==> src/rtl/serial_subtractor_if.sv <==
// Handshake and result bundle for serial_subtractor.
// The overflow signal exists only when SERIAL_SUB_OVERFLOW_EN is defined.
interface serial_subtractor_if #(
  parameter int WIDTH = 8
);
  logic             start;
  logic [WIDTH-1:0] a;
  logic [WIDTH-1:0] b;
  logic             busy;
  logic             done;
  logic [WIDTH-1:0] diff;
  logic             borrow_out;
  logic             bit_diff;
  logic             bit_valid;
`ifdef SERIAL_SUB_OVERFLOW_EN
  logic             overflow;

  modport master (
    output start, a, b,
    input  busy, done, diff, borrow_out, bit_diff, bit_valid, overflow
  );

  modport slave (
    input  start, a, b,
    output busy, done, diff, borrow_out, bit_diff, bit_valid, overflow
  );
`else
  modport master (
    output start, a, b,
    input  busy, done, diff, borrow_out, bit_diff, bit_valid
  );

  modport slave (
    input  start, a, b,
    output busy, done, diff, borrow_out, bit_diff, bit_valid
  );
`endif
endinterface

==> src/rtl/serial_subtractor.sv <==
// Bit-serial two's-complement subtractor (diff = a - b), LSB first, one full-subtractor cell.
// Define SERIAL_SUB_OVERFLOW_EN to add the registered signed-overflow flag.
module serial_subtractor #(
  parameter int WIDTH = 8
) (
  input  logic              clk,
  input  logic              rst_n,
  serial_subtractor_if.slave bus
);

  localparam int CNT_W = (WIDTH > 2) ? $clog2(WIDTH) : 1;
  localparam logic [CNT_W-1:0] CNT_LAST = CNT_W'(WIDTH - 1);

  typedef enum logic [1:0] {
    IDLE = 2'd0,
    RUN  = 2'd1,
    DONE = 2'd2
  } state_t;

  state_t state_q;
  state_t state_d;

  logic [WIDTH-1:0] a_sr;
  logic [WIDTH-1:0] b_sr;
  logic [WIDTH-1:0] res_sr;
  logic [CNT_W-1:0] cnt;
  logic             br;

  logic [WIDTH-1:0] diff_q;
  logic             borrow_q;
  logic             bit_q;
  logic             bit_valid_q;
`ifdef SERIAL_SUB_OVERFLOW_EN
  logic             a_msb;
  logic             b_msb;
  logic             ov_q;
`endif

  logic ai;
  logic bi;
  logic d;
  logic br_next;
  logic accept;
  logic last;

  // Full-subtractor cell on the current operand LSBs.
  always_comb begin
    ai      = a_sr[0];
    bi      = b_sr[0];
    d       = ai ^ bi ^ br;
    br_next = (~ai & bi) | (~(ai ^ bi) & br);
    accept  = bus.start && (state_q != RUN);
    last    = (state_q == RUN) && (cnt == CNT_LAST);
  end

  // State register.
  always_ff @(posedge clk or negedge rst_n) begin
    if (!rst_n) begin
      state_q <= IDLE;
    end else begin
      state_q <= state_d;
    end
  end

  // Next-state logic; start is only honoured outside RUN.
  always_comb begin
    state_d = state_q;
    unique case (state_q)
      IDLE:    if (bus.start) state_d = RUN;
      RUN:     if (last)      state_d = DONE;
      DONE:    state_d = bus.start ? RUN : IDLE;
      default: state_d = IDLE;
    endcase
  end

  // Output logic.
  always_comb begin
    bus.busy       = (state_q == RUN);
    bus.done       = (state_q == DONE);
    bus.diff       = diff_q;
    bus.borrow_out = borrow_q;
    bus.bit_diff   = bit_q;
    bus.bit_valid  = bit_valid_q;
`ifdef SERIAL_SUB_OVERFLOW_EN
    bus.overflow   = ov_q;
`endif
  end

  // Operand shift registers, borrow flop and bit counter.
  always_ff @(posedge clk or negedge rst_n) begin
    if (!rst_n) begin
      a_sr   <= '0;
      b_sr   <= '0;
      res_sr <= '0;
      cnt    <= '0;
      br     <= 1'b0;
`ifdef SERIAL_SUB_OVERFLOW_EN
      a_msb  <= 1'b0;
      b_msb  <= 1'b0;
`endif
    end else if (accept) begin
      a_sr   <= bus.a;
      b_sr   <= bus.b;
      res_sr <= '0;
      cnt    <= '0;
      br     <= 1'b0;
`ifdef SERIAL_SUB_OVERFLOW_EN
      a_msb  <= bus.a[WIDTH-1];
      b_msb  <= bus.b[WIDTH-1];
`endif
    end else if (state_q == RUN) begin
      a_sr   <= a_sr >> 1;
      b_sr   <= b_sr >> 1;
      res_sr <= {d, res_sr[WIDTH-1:1]};
      cnt    <= last ? '0 : cnt + 1'b1;
      br     <= br_next;
    end
  end

  // Serial bit stream and result registers; the result is assembled from the
  // shift register plus the bit being produced on the completion edge.
  always_ff @(posedge clk or negedge rst_n) begin
    if (!rst_n) begin
      bit_q       <= 1'b0;
      bit_valid_q <= 1'b0;
      diff_q      <= '0;
      borrow_q    <= 1'b0;
`ifdef SERIAL_SUB_OVERFLOW_EN
      ov_q        <= 1'b0;
`endif
    end else begin
      bit_valid_q <= 1'b0;
      if (state_q == RUN) begin
        bit_q       <= d;
        bit_valid_q <= 1'b1;
      end
      if (last) begin
        diff_q   <= {d, res_sr[WIDTH-1:1]};
        borrow_q <= br_next;
`ifdef SERIAL_SUB_OVERFLOW_EN
        ov_q     <= (a_msb != b_msb) && (d != a_msb);
`endif
      end
    end
  end

endmodule

==> src/flat_wrapper.sv <==
// flat-port wrapper written by rule: the top's interface ports become plain ports
module serial_subtractor_flat 
#(
  parameter int WIDTH = 8
)
  (clk, rst_n, bus_start, bus_a, bus_b, bus_busy, bus_done, bus_diff, bus_borrow_out, bus_bit_diff, bus_bit_valid);
  serial_subtractor_if #(.WIDTH(WIDTH)) bus_i ();
  input  logic clk;
  input  logic rst_n;
  input wire logic [$bits(bus_i.start)-1:0] bus_start;
  input wire logic [$bits(bus_i.a)-1:0] bus_a;
  input wire logic [$bits(bus_i.b)-1:0] bus_b;
  output wire logic [$bits(bus_i.busy)-1:0] bus_busy;
  output wire logic [$bits(bus_i.done)-1:0] bus_done;
  output wire logic [$bits(bus_i.diff)-1:0] bus_diff;
  output wire logic [$bits(bus_i.borrow_out)-1:0] bus_borrow_out;
  output wire logic [$bits(bus_i.bit_diff)-1:0] bus_bit_diff;
  output wire logic [$bits(bus_i.bit_valid)-1:0] bus_bit_valid;
  assign bus_i.start = bus_start;
  assign bus_i.a = bus_a;
  assign bus_i.b = bus_b;
  assign bus_busy = bus_i.busy;
  assign bus_done = bus_i.done;
  assign bus_diff = bus_i.diff;
  assign bus_borrow_out = bus_i.borrow_out;
  assign bus_bit_diff = bus_i.bit_diff;
  assign bus_bit_valid = bus_i.bit_valid;
  serial_subtractor #(.WIDTH(WIDTH)) u_core (.clk(clk), .rst_n(rst_n), .bus(bus_i));
endmodule
==> config.mk <==
export PLATFORM = sky130hd
export DESIGN_NAME = serial_subtractor_flat
export DESIGN_NICKNAME = d
export VERILOG_FILES = /design/src/rtl/serial_subtractor_if.sv /design/src/rtl/serial_subtractor.sv /design/src/flat_wrapper.sv
export SDC_FILE = /design/constraint.sdc
export NUM_CORES = 1
export LEC_CHECK = 0
export ABC_AREA = 1
export CAP_MARGIN = 20
export CORE_MARGIN = 2
export CORE_UTILIZATION = 48
export CTS_CLUSTER_SIZE = 20
export DETAILED_ROUTE_END_ITERATION = 6
export PLACE_DENSITY_LB_ADDON = 0.05
export SETUP_SLACK_MARGIN = 0.05
export SKIP_CTS_REPAIR_TIMING = 1
export SLEW_MARGIN = 5
export SYNTH_ARGS = -nofsm -noshare
export SYNTH_HDL_FRONTEND = slang
export SYNTH_SLANG_ARGS = --single-unit
==> constraint.sdc <==
create_clock -name clk -period 1.37 [get_ports clk]
set_input_delay 0.274 -clock clk [delete_from_list [all_inputs] [get_ports clk]]
set_output_delay 0.274 -clock clk [all_outputs]
set_load 0.05 [all_outputs]
==> flow_summary.yaml <==
outcome:
  status: "complete, but fails checks"
  violations: "negative setup slack"
setup_path:
  worstPathMaxFanout: 7
  cp-start-kind: "flop"
  rr_worst_depth: 6
  crit_type: "flop to primary output"
  cp_data_arrival_time_ns: 1.11
  cp.required_ns: 1.10
  worstSetupEndpointType: "primary output"
logic_synthesis:
  ys_top_cells_by_area: "dfrtp_1 55%, nand2_1 13%, nand3_1 12%"
  synth_cell_types: 19
  seq_area_frac_synth_pct: 54.8
  syn-num-nets: 214
  synth_cells: 192
  ys.flop_type: "dfrtp_1"
  synthArstFlopShare_pct: 100
  yosysMostFrequentCell: "nand2_1"
  yosys.area.top_type: "dfrtp_1"
  synthTopCellsByCount: "64 x nand2_1, 45 x nand3_1, 40 x dfrtp_1"
  syn_avg_cell_area_um2: 9.51
  synth_top_cell_area_share_pct: 54.8
  synth_seq_cells: 40
  synth_edf_count: 0
  yosysWarningCount: 0
  syn-cell-area_mm2: 0.00183
timing:
  worst_pin_slew_ns: 0.505
  skew_ns: 0.00855
  finalCritPeriodShare_pct: 101
  final.min_clock_period_ns: 1.38
  tns_ns: -0.0120
  grt_setup_unrepaired: "yes"
  final-hold-violation-count: 0
  finalWorstSetupSlack_ns: -0.0120
  fmax_ghz: 0.724
  slew_headroom_pct: 66.3
  finalSetupViolCount: 1
  finalMaxSlewViolations: 0
cts:
  cts_sinks: 40
  clk_latency_ns: 0.30
  numCtsBuffers: 5
  path_clk_slew_ns: 0.08
  cts_root_buffer: "clkbuf_8"
  cts_tree: "yes"
  cts_htree_levels: 2
  clock_path_buffers: 2
global_route:
  grt_antenna_before_repair: 0
  grt.overflow.total: 0
  grt_pass1_vias: 1384
  grt_pass1_wl_um: 6100
  grt_util_all_layers_pct: 18.7
  grt_max_degree: 28
detailed_routing:
  viasPerCell: 5.08
  first_pass_iters: 4
  vias: 1418
  drt_wl_total_um: 3620
  route.detailed.drc: 0
  detail_route.wl_per_cell_um: 13.0
  drt_iter0_markers: 49
  ant_nets: 0
final_layout:
  drive_gt1_share_pct: 22.5
  nets: 253
  synthToLayoutAreaGrowth_pct: 32.3
  design_area_mm2: 0.00242
  antenna_cells: 0
  fillCellCount: 306
floorplan:
  dieArea_mm2: 0.00432
  die_h_um: 65.7
  rows: 22
  initial_core_util_pct: 49.9
  fp.dieW_um: 65.7
  core_mm2: 0.00366
  io_pins: 32
placed_design:
  dpl_cell_area_mm2: 0.00228
  place_hpwl_um: 2530
  gp_congestion: 0.755
  numPortBuffers: 31
pwr:
  power-per-cell-area_mw_per_mm2: 2400
  peakVddDrop_uv: 1520
  p_leak_uw: 0.00117
worst_hold_path:
  hp-class: "primary input to asynchronous set/reset pin"
flow_run:
  maxCapViolations: 0
## final timing paths
check | start | endpoint | slack, ns
worst max-delay path | u_core.state_q[0] | bus_busy | -0.01
worst min-delay path | rst_n | u_core.bus.diff[7] | 0.45
worst max register to register | u_core.cnt[0] | u_core.bus.diff[3] | 0.13
worst min register to register | u_core.res_sr[1] | u_core.bus.diff[0] | 0.48
max in group asynchronous | rst_n | u_core.b_sr[2] | 0.34
min in group clk | u_core.res_sr[1] | u_core.bus.diff[0] | 0.48
## cells by family (layout without fill, tap and decap cells)
family                     after synthesis  in the layout  synth area share (%)
adders and majority gates                3              3                  2.47
and+or+nand+nor                        125            125                  33.8
DFF                                     40             40                  54.8
buffers and inverters                   20             59                  7.81
AOI/OAI and AO/OA                        4              4                  1.16
## stage by stage
step	cells	total power (uW)	setup WS, ns	hold slack [ns]	util [%]
floorplan	192	3840	0.148	-0.0216	-
global placement	268	4790	-0.0493	0.229	62.2
detailed placement	268	4910	-0.122	0.242	62.2
CTS	275	5760	-0.0691	-0.0784	64.8
global route	279	6180	-0.0564	0.499	66.0
finish	279	5790	-0.0120	0.448	66.0
## per-layer routing
metal  vias up  track usage (%)  wire length, um
met3         8             4.62              150
met2        27             32.2             1860
met5         -                0                0
met4         0             6.25               60
li1        697                -                -
met1       686             22.9             1550
## critical path, cell delays in order, from the launching register on
cell and delay, ns:
dfrtp_1 0.37, inv_2 0.05, nor2_4 0.22, buf_12 0.17
## cell usage in the layout (no fill, tap or decap), drive strengths merged
master         instances
nor2                   4
ha                     2
nand2                 66
o22ai                  1
buf                   25
dlygate4sd3            1
clkdlybuf4s50         17
fa                     1
inv                    9
nand3                 55
o21ai                  3
dfrtp                 40
clkbuf                 7
## power by group
group          internal [uW]  leakage, uW  switching [uW]
combinational           1280     0.000616            1600
sequential              1690     0.000507             390
clock                    448    0.0000503             386
total                   3410      0.00117            2380
## sequential cells by signal, summed over array words and instances, names as in the netlist
signal                 count
u_core.br                  1
u_core.bus.borrow_out      1
u_core.bus.diff            8
u_core.cnt                 3
u_core.a_sr                8
u_core.bus.bit_diff        1
u_core.state_q             2
u_core.b_sr                8
u_core.res_sr              7
u_core.bus.bit_valid       1
## cell type report
class / count / area, um2 / share of cell area, %
inverter: 9 / 33.8 / 1.40
sequential: 40 / 1000 / 41.4
clock buffer: 7 / 96.3 / 3.99
multi-input combinational: 132 / 693 / 28.7
timing repair buffer: 43 / 532 / 22.0
tap: 48 / 60.1 / 2.49
(Power assumes the default switching activity.)
